File: src/rtl/wrapper_ahb_packet_constructor.sv
`default_nettype none
//============================================================================
// Module      : wrapper_ahb_packet_constructor
// Description : AHB-Lite target that assembles sixteen 32-bit words into a
//               512-bit block for a hash core. Word 0 sits in the MSBs.
//               A write to word 15 completes the block. The block is then
//               held valid until the consumer takes it. Writes that arrive
//               while the block is held are stalled until the buffer is free.
//               Optional macro PKT_CONSTRUCTOR_SIZE_CHECK_EN: when defined,
//               transfers that are not word-sized get a two-cycle ERROR
//               response and change no state.
// Revision    : 1.0 - initial release
//============================================================================
module wrapper_ahb_packet_constructor #(
    parameter int ADDRWIDTH   = 12,
    parameter int PACKETWIDTH = 512
) (
    input  logic                   HCLK,
    input  logic                   HRESET,
    input  logic                   HSELS,
    input  logic [ADDRWIDTH-1:0]   HADDRS,
    input  logic [1:0]             HTRANSS,
    input  logic [2:0]             HSIZES,
    input  logic                   HWRITES,
    input  logic                   HREADYS,
    input  logic [31:0]            HWDATAS,
    output logic                   HREADYOUTS,
    output logic                   HRESPS,
    output logic [31:0]            HRDATAS,
    output logic [PACKETWIDTH-1:0] packet_data,
    output logic                   packet_data_last,
    output logic                   packet_data_valid,
    input  logic                   packet_data_ready
);

    localparam int c_WORDS = 16;

    typedef enum logic [0:0] {
        ST_FILL = 1'b0,
        ST_HOLD = 1'b1
    } state_t;

    state_t      state_q, state_d;
    logic [3:0]  word_cnt_q, word_cnt_d;
    logic        last_q, last_d;
    logic [31:0] buf_q [c_WORDS];

    logic        dp_valid_q;
    logic        dp_write_q;
    logic [7:0]  dp_addr_q;

    logic        w_err_cyc1;
    logic        w_err_cyc2;
    logic        w_err_any;
    logic        w_stall;
    logic        w_wr_done;
    logic        w_buf_wr;
    logic        w_rd;
    logic        w_handshake;
    logic [3:0]  w_idx;
    logic [31:0] w_status;
    logic        w_unused;

    // Capture the address phase of every transfer accepted on the bus
    always_ff @(posedge HCLK or posedge HRESET) begin
        if (HRESET) begin
            dp_valid_q <= 1'b0;
            dp_write_q <= 1'b0;
            dp_addr_q  <= 8'h00;
        end else if (HREADYS) begin
            dp_valid_q <= HSELS & HTRANSS[1];
            dp_write_q <= HWRITES;
            dp_addr_q  <= HADDRS[7:0];
        end
    end

`ifdef PKT_CONSTRUCTOR_SIZE_CHECK_EN
    logic [2:0] size_q;
    logic       err_q;

    // Track transfer size; err_q marks the second cycle of an ERROR response
    always_ff @(posedge HCLK or posedge HRESET) begin
        if (HRESET) begin
            size_q <= 3'b010;
            err_q  <= 1'b0;
        end else begin
            if (HREADYS) begin
                size_q <= HSIZES;
            end
            err_q <= w_err_cyc1;
        end
    end

    assign w_err_cyc1 = dp_valid_q & (size_q != 3'b010) & ~err_q;
    assign w_err_cyc2 = err_q;
    assign w_unused   = ^{HADDRS[ADDRWIDTH-1:8], HTRANSS[0]};
`else
    assign w_err_cyc1 = 1'b0;
    assign w_err_cyc2 = 1'b0;
    assign w_unused   = ^{HADDRS[ADDRWIDTH-1:8], HTRANSS[0], HSIZES};
`endif

    assign w_err_any   = w_err_cyc1 | w_err_cyc2;
    assign w_idx       = dp_addr_q[5:2];
    assign w_stall     = dp_valid_q & dp_write_q & ~w_err_any & (state_q == ST_HOLD);
    assign w_wr_done   = dp_valid_q & dp_write_q & ~w_err_any & (state_q == ST_FILL);
    assign w_buf_wr    = w_wr_done & ~dp_addr_q[7];
    assign w_rd        = dp_valid_q & ~dp_write_q & ~w_err_any;
    assign w_handshake = (state_q == ST_HOLD) & packet_data_ready;
    assign w_status    = {27'b0, packet_data_valid, word_cnt_q};

    // State, word count and last flag registers
    always_ff @(posedge HCLK or posedge HRESET) begin
        if (HRESET) begin
            state_q    <= ST_FILL;
            word_cnt_q <= 4'd0;
            last_q     <= 1'b0;
        end else begin
            state_q    <= state_d;
            word_cnt_q <= word_cnt_d;
            last_q     <= last_d;
        end
    end

    // Next-state logic and bus responses
    always_comb begin
        state_d    = state_q;
        word_cnt_d = word_cnt_q;
        last_d     = last_q;
        HREADYOUTS = 1'b1;
        HRESPS     = 1'b0;
        HRDATAS    = 32'h0;

        case (state_q)
            ST_FILL: begin
                if (w_buf_wr && (w_idx == 4'd15)) begin
                    state_d = ST_HOLD;
                end
            end
            ST_HOLD: begin
                if (w_handshake) begin
                    state_d    = ST_FILL;
                    word_cnt_d = 4'd0;
                    last_d     = 1'b0;
                end
            end
            default: state_d = ST_FILL;
        endcase

        // Buffer writes complete only in FILL, so they never meet the handshake.
        // The count saturates so a full block reads back as 15 in STATUS.
        if (w_buf_wr) begin
            if (word_cnt_q != 4'd15) begin
                word_cnt_d = word_cnt_q + 4'd1;
            end
            if (dp_addr_q[6]) begin
                last_d = 1'b1;
            end
        end

        if (w_err_cyc2) begin
            HRESPS = 1'b1;
        end else if (w_err_cyc1) begin
            HREADYOUTS = 1'b0;
            HRESPS     = 1'b1;
        end else if (w_stall) begin
            HREADYOUTS = 1'b0;
        end

        if (w_rd) begin
            if (!dp_addr_q[7]) begin
                HRDATAS = buf_q[w_idx];
            end else if (dp_addr_q == 8'h80) begin
                HRDATAS = w_status;
            end
        end
    end

    // Block buffer; cleared only by reset
    always_ff @(posedge HCLK or posedge HRESET) begin
        if (HRESET) begin
            for (int i = 0; i < c_WORDS; i++) begin
                buf_q[i] <= 32'h0;
            end
        end else if (w_buf_wr) begin
            buf_q[w_idx] <= HWDATAS;
        end
    end

    generate
        for (genvar g = 0; g < c_WORDS; g++) begin : g_pack
            assign packet_data[PACKETWIDTH-1-32*g -: 32] = buf_q[g];
        end
    endgenerate

    assign packet_data_valid = (state_q == ST_HOLD);
    assign packet_data_last  = last_q;

endmodule
`default_nettype wire

File: config.mk
export PLATFORM = sky130hd
export DESIGN_NAME = wrapper_ahb_packet_constructor
export DESIGN_NICKNAME = d
export VERILOG_FILES = /design/src/rtl/wrapper_ahb_packet_constructor.sv
export SDC_FILE = /design/constraint.sdc
export NUM_CORES = 1
export LEC_CHECK = 0
export ABC_AREA = 1
export CAP_MARGIN = 10
export CORE_MARGIN = 5
export CORE_UTILIZATION = 25
export CTS_BUF_LIST = sky130_fd_sc_hd__clkbuf_2
export DETAILED_ROUTE_END_ITERATION = 7
export DONT_BUFFER_PORTS = 1
export PLACE_DENSITY = 0.43
export SYNTH_ARGS = -nofsm -noshare
export SYNTH_HDL_FRONTEND = slang
export SYNTH_SLANG_ARGS = --single-unit
File: constraint.sdc
create_clock -name HCLK -period 16.55 [get_ports HCLK]
set_input_delay 2.4825 -clock HCLK [delete_from_list [all_inputs] [get_ports HCLK]]
set_output_delay 2.4825 -clock HCLK [all_outputs]
set_load 0.05 [all_outputs]
==> results of run 1 <==
[critical path, delay by kind of cell (launching register included)]
| kind | cells | cell delay (ns) |
|---|---|---|
| simple gates | 4 | 1.08 |
| buf+inv | 4 | 1.84 |
| flops | 1 | 0.75 |
| compound gates | 2 | 0.53 |
[cell type report]
type                       instances  area, sq um
tap                             1254         1570
clock inverter                    39          265
antenna                           13         32.5
sequential                       528        13200
fill                           10318        67200
timing repair buffer              38          310
inverter                          50          198
clock buffer                     221         1110
multi-input combinational       2132         9130
[worst max-delay path by stage]
| stage | startpoint | endpoint | slack (ns) | cells after the start |
|---|---|---|---|---|
| global placement | dp_addr_q[2]$_DFFE_PP0P_ | HRDATAS[31] | 9.67 | 10 |
| finish | dp_addr_q[2]$_DFFE_PP0P_ | HRDATAS[8] | 8.25 | 10 |
| CTS | dp_addr_q[2]$_DFFE_PP0P_ | HRDATAS[31] | 7.93 | 10 |
| global route | dp_addr_q[2]$_DFFE_PP0P_ | HRDATAS[16] | 7.79 | 10 |
| detailed placement | dp_addr_q[2]$_DFFE_PP0P_ | HRDATAS[31] | 9.68 | 10 |
| floorplan | HRESET | dp_addr_q[0]$_DFFE_PP0P_ | 6.89 | 1 |
[Yosys cell counts]
| library cell | n | area share |
|---|---|---|
| a21oi_1 | 58 | 0.012 |
| buf_1 | 7 | 0.0011 |
| buf_2 | 56 | 0.012 |
| buf_4 | 1 | 0.00032 |
| clkbuf_1 | 149 | 0.024 |
| conb_1 | 1 | 0.00016 |
| dfrtp_1 | 528 | 0.57 |
| ha_1 | 1 | 0.00054 |
| inv_1 | 46 | 0.0074 |
| inv_2 | 4 | 0.00064 |
| mux2_2 | 3 | 0.0014 |
| nand2_1 | 1341 | 0.22 |
| nand2_2 | 8 | 0.0021 |
| nand3_1 | 11 | 0.0024 |
| nand3_2 | 4 | 0.0017 |
| nand3_4 | 1 | 0.00075 |
| nand4_1 | 54 | 0.014 |
| nor2_1 | 58 | 0.0093 |
| nor2_2 | 3 | 0.00080 |
| nor3_4 | 2 | 0.0014 |
| nor4_2 | 1 | 0.00054 |
| o211ai_1 | 1 | 0.00032 |
| o21ai_0 | 580 | 0.12 |
| o21ai_1 | 5 | 0.0011 |
[metal layers]
metal	vias to the layer above	track usage
met5	-	0
met4	0	0.0685
met3	149	0.0744
met2	858	0.322
met1	10103	0.296
li1	9518	-
[through the flow]
stage / util / hold WS, ns
4_1_cts: 0.277 / 0.549
2_1_floorplan: - / 0.499
5_1_grt: 0.277 / 0.565
3_3_place_gp: 0.263 / 0.517
3_5_place_dp: 0.263 / 0.522
6_report: 0.278 / 0.538
[registers in the layout (all words and copies together), names as in the netlist]
name               count
packet_data_last       1
packet_data          512
dp_valid_q             1
word_cnt_q             4
packet_data_valid      1
dp_addr_q              8
dp_write_q             1
[where the power goes]
part	switching, W	internal, W
Sequential	0.00153	0.00157
Clock	0.000621	0.000406
Combinational	0.000412	0.000216
Total	0.00256	0.00219
[cell usage in the layout (no fill, tap or decap), types with 2 or more instances in the layout]
master / synthesis / final
clkbuf_2: 0 / 221
nand2_2: 8 / 13
clkinv_4: 0 / 2
dfrtp_4: 0 / 2
nand3_2: 4 / 4
inv_4: 0 / 2
inv_2: 4 / 3
clkinvlp_4: 0 / 5
nor2_4: 0 / 5
o21ai_1: 5 / 5
buf_12: 0 / 2
o21ai_0: 580 / 580
nor3_4: 2 / 2
inv_6: 0 / 2
buf_4: 1 / 36
dfrtp_1: 528 / 526
nand2_1: 1341 / 1336
diode_2: 0 / 13
a21oi_1: 58 / 58
clkinv_2: 0 / 5
nand3_1: 11 / 11
inv_1: 46 / 44
nor2_1: 58 / 56
mux2_2: 3 / 3
bufinv_16: 0 / 3
clkinv_1: 0 / 23
nand4_1: 54 / 54
[cells by family (layout without fill, tap and decap cells)]
logic type	Yosys count	in the layout
other cells	1	14
simple gates	1483	1483
compound gates	644	644
mux	3	3
fa+ha+maj	1	1
flops	528	528
buf+inv	263	348
==> impl_metrics.py, run 1 <==
metrics = {
    "routing": {
        "totalWireLength_um": 112000,
        "drc": 0,
        "wl_met3_um": 10300,
        "first_iter_violations": 1875,
        "wirelength_met1_um": 49300,
        "wl_met2_um": 49100,
        "vias": 20628,
        "avgViaCountPerCell": 4.83,
        "wl_per_cell_um": 26.1,
        "postRouteAntennaNets": 0,
        "top_layer_used": "met4",
        "drt-pass1-iter-count": 5,
    },
    "hold_path": {
        "worstHoldPathCells": 2,
        "worstHoldStart": "dp_addr_q[6]$_DFFE_PP0P_",
        "holdPathEnd": "packet_data_last$_DFF_PP0_",
        "min_path_type": "reg2reg",
    },
    "setup_path": {
        "start_kind": "flop",
        "slowest_stage": "nor2_1",
        "path_class": "reg2out",
        "cp_max_fo": 54,
        "worstReg2RegStart": "dp_addr_q[2]$_DFFE_PP0P_",
        "r2r-end": "packet_data[299]$_DFFE_PP0P_",
        "worst_path_most_repeated_cell": "buf_4",
        "arrival_ns": 5.81,
        "path_cells": "buf_4 -> inv_4 -> buf_4 -> buf_4 -> nand2_1 -> a21oi_1 -> o21ai_0 -> nand2_1 -> nor2_1 -> nor2_1",
        "ff2ff_setup_slack_ns": 12.97,
        "cp_slowest_stage_delay_ns": 0.76,
        "critPathCaptureType": "primary output",
        "r2r_cells": 7,
        "worstPathRequired_ns": 14.07,
    },
    "synth": {
        "avgSynthCellArea_sq_um": 7.99,
        "postSynthCellCount": 2923,
        "synth_top_family_by_area": "simple AND/OR/NAND/NOR gates",
        "synth_cell_types": 24,
        "synthSimpleGateAreaFrac": 0.249,
        "synth.area.mux_share": 0.00145,
        "synthAdderAreaFrac": 0.000536,
        "yosysWarnings": 0,
        "ys_seq_elements": 528,
        "syn-cell-area_sq_um": 23400,
        "synth_compound_area_frac": 0.138,
        "synth_xor_area_frac": 0,
        "syn_nets": 2979,
        "ys_seq_area_frac": 0.565,
    },
    "final_layout": {
        "area_delta_synth_final_pct": 10.6,
        "stdcell_count": 4275,
        "final_nets": 2963,
        "drive_gt1_frac": 0.104,
        "final_area_sq_um": 25800,
    },
    "placement": {
        "placedCellCount": 4002,
        "port_buffers": 0,
        "place_area_sq_um": 24400,
        "dp_hpwl_um": 77100,
        "post-place-ws_ns": 9.68,
        "place_congestion": 0.844,
    },
    "pwr": {
        "totalPowerFinal_w": 0.00475,
        "peakVddDrop_mv": 0.0691,
        "power.density_nw_per_um2": 184,
        "p_leak_nw": 13.1,
    },
    "floorplan": {
        "die_y_um": 316,
        "io_pins": 603,
        "fp-row-count": 112,
        "die_width_um": 316,
        "coreArea_sq_um": 93000,
        "initial_core_util": 0.251,
        "dieArea_sq_um": 99700,
    },
    "sta": {
        "fin_skew_ns": 0.131,
        "slew_violations": 0,
        "hold_viol_final": 0,
        "period_needed_ns": 8.30,
        "worst_pin_slew_ns": 1.28,
        "max_freq_mhz": 121,
        "tns_ns": 0,
        "setup_viol_count_final": 0,
        "rsz0062_at_grt": "false",
        "finalCritPeriodShare": 0.501,
        "worst_slack_ns": 8.25,
        "slew_headroom": 0.140,
    },
    "global_route": {
        "grt_start_max_net_pins": 142,
        "grt_pass1_wl_um": 155000,
        "grt_use_total": 0.216,
        "grt_pass1_vias": 19119,
        "grt_antenna_before_repair": 6,
        "globalRoute.totalOverflow": 0,
    },
    "clock_network": {
        "ctsHoldBuffers": 0,
        "cts_resized": 0,
        "clockBufferDepth": 3,
        "cts_tree": "yes",
        "clk_latency_ns": 1.46,
        "cts_buffers": 157,
        "cts_sinks": 528,
        "clk_pin_slew_ns": 0.10,
        "htreeDepth": 4,
        "cts_setup_buffers": 0,
        "cts_root_buf": "clkbuf_2",
    },
    "outcome": {
        "outcome": "finished clean",
    },
    "job": {
        "cap_viol_max_count": 0,
    },
}
(Power assumes the default switching activity.)
==> inputs of run 2 (changes only) <==
Settings changed: PLACE_DENSITY 0.43 to 0.41.
Clock period 16.55 ns to 8.44 ns, I/O delays scaled along.
==> impl_metrics.py, run 2 (synthesis results as in run 1) <==
metrics = {
    "floorplan": {
        "die_width_um": 316,
        "dieArea_sq_um": 99700,
        "io_pins": 603,
        "initial_core_util": 0.251,
        "fp-row-count": 112,
        "coreArea_sq_um": 93000,
        "die_y_um": 316,
    },
    "setup_path": {
        "cp_max_fo": 62,
        "r2r-end": "packet_data[206]$_DFFE_PP0P_",
        "r2r_cells": 6,
        "ff2ff_setup_slack_ns": 4.74,
        "worstPathRequired_ns": 7.17,
        "path_class": "reg2out",
        "critPathCaptureType": "primary output",
        "worstReg2RegStart": "dp_addr_q[3]$_DFFE_PP0P_",
        "arrival_ns": 5.54,
        "start_kind": "flop",
    },
    "clock_network": {
        "cts_buffers": 159,
        "cts_tree": "yes",
        "clk_latency_ns": 1.47,
        "cts_root_buf": "clkbuf_2",
        "clockBufferDepth": 3,
        "clk_pin_slew_ns": 0.09,
        "cts_setup_buffers": 0,
        "htreeDepth": 4,
        "cts_sinks": 528,
    },
    "final_layout": {
        "area_delta_synth_final_pct": 11.6,
        "largest_register_ffs": 512,
        "fillers": 10337,
        "final_common_cell": "nand2_1",
        "layout_common_cells": "nand2_1 (1336), o21ai_0 (580), dfrtp_1 (526)",
        "drive_gt1_frac": 0.107,
        "final_nets": 2980,
        "final_util": 0.280,
    },
    "sta": {
        "period_needed_ns": 6.81,
        "setup_viol_count_final": 0,
        "tns_ns": 0,
        "worst_slack_ns": 1.63,
        "rsz0062_at_grt": "false",
        "slew_violations": 0,
        "fin_skew_ns": 0.0871,
        "finalCritPeriodShare": 0.807,
        "slew_headroom": 0.247,
        "max_freq_mhz": 147,
        "hold_viol_final": 0,
        "worst_pin_slew_ns": 1.13,
    },
    "placement": {
        "port_buffers": 0,
        "place_congestion": 0.843,
        "post-place-ws_ns": 3.00,
        "dp_hpwl_um": 77300,
    },
    "routing": {
        "avgViaCountPerCell": 4.78,
        "wirelength_met1_um": 49100,
        "first_iter_violations": 1835,
        "postRouteAntennaNets": 0,
        "vias": 20575,
        "drt-pass1-iter-count": 5,
        "top_layer_used": "met4",
        "wl_met3_um": 10600,
        "drc": 0,
        "wl_met2_um": 49300,
        "totalWireLength_um": 112000,
        "wl_per_cell_um": 25.9,
    },
    "pwr": {
        "p_leak_nw": 13.3,
        "power.density_nw_per_um2": 360,
        "peakVddDrop_mv": 0.122,
    },
    "job": {
        "cap_viol_max_count": 0,
    },
    "hold_path": {
        "worstHoldStart": "HWDATAS[24]",
        "worstHoldPathCells": 2,
        "holdPathEnd": "packet_data[472]$_DFFE_PP0P_",
        "min_path_type": "in2reg",
    },
    "global_route": {
        "grt_use_total": 0.218,
        "grt_pass1_wl_um": 155000,
        "grt_pass1_vias": 19161,
        "grt_antenna_before_repair": 10,
        "grt_start_max_net_pins": 143,
        "globalRoute.totalOverflow": 0,
    },
    "outcome": {
        "outcome": "finished clean",
    },
}
-- run 2: routing by layer --
metal / global-route usage / vias up
li1: - / 9524
met1: 0.296 / 10051
met2: 0.327 / 842
met3: 0.0826 / 158
met4: 0.0598 / 0
met5: 0 / -
-- run 2: final cells by class --
class,count,area (sq um),area share
antenna,14,35.0,0.00134
clock buffer,231,1160,0.0443
tap,1254,1570,0.0602
clock inverter,43,278,0.0107
timing repair buffer,53,483,0.0185
inverter,50,198,0.00758
sequential,528,13200,0.507
multi-input combinational,2132,9130,0.350
-- run 2: what timing repair did --
item | 4_1_cts | 5_1_grt
endpoints found under the setup margin | 0 | 0
hold endpoints to repair | 41 | 0
hold buffers | 14 | 0
resized for setup | 0 | 0
-- run 2: where the power goes --
part / leakage, nW / internal [W] / total, W / switching (W)
Sequential: 5.24 / 0.00307 / 0.00608 / 0.00300
Clock: 1.09 / 0.000828 / 0.00206 / 0.00123
Combinational: 6.93 / 0.000429 / 0.00124 / 0.000810
Total: 13.3 / 0.00433 / 0.00937 / 0.00504
-- run 2: through the flow --
step / hold slack [ns] / cell area (sq um) / total power, W / cells
6_report: 0.351 / 26100 / 0.00937 / 4305
5_1_grt: 0.151 / 26100 / 0.00988 / 4296
3_5_place_dp: 0.523 / 24500 / 0.00740 / 4003
3_3_place_gp: 0.519 / 24500 / 0.00737 / 4003
4_1_cts: 0.0880 / 26000 / 0.00950 / 4291
2_1_floorplan: 0.499 / 23400 / 0.00658 / 2923
-- run 2: worst max-delay path by stage --
stage	from	end	cells after the start
after floorplan	HRESET	dp_addr_q[0]$_DFFE_PP0P_	1
after global placement	dp_addr_q[3]$_DFFE_PP0P_	HRDATAS[16]	9
after detailed placement	dp_addr_q[3]$_DFFE_PP0P_	HRDATAS[16]	9
after CTS	dp_addr_q[3]$_DFFE_PP0P_	HRDATAS[13]	9
after global routing	dp_addr_q[3]$_DFFE_PP0P_	HRDATAS[16]	9
final	dp_addr_q[3]$_DFFE_PP0P_	HRDATAS[16]	9
-- run 2: worst max-delay path, cell delays in order (launching register included) --
cell and delay [ns]:
dfrtp_4 0.85, inv_2 0.42, nor2_4 0.79, buf_12 0.39, nand2_1 0.09, nand2_1 0.07, o21ai_0 0.37, nand2_1 0.19
nor2_1 0.06, nor2_1 0.74
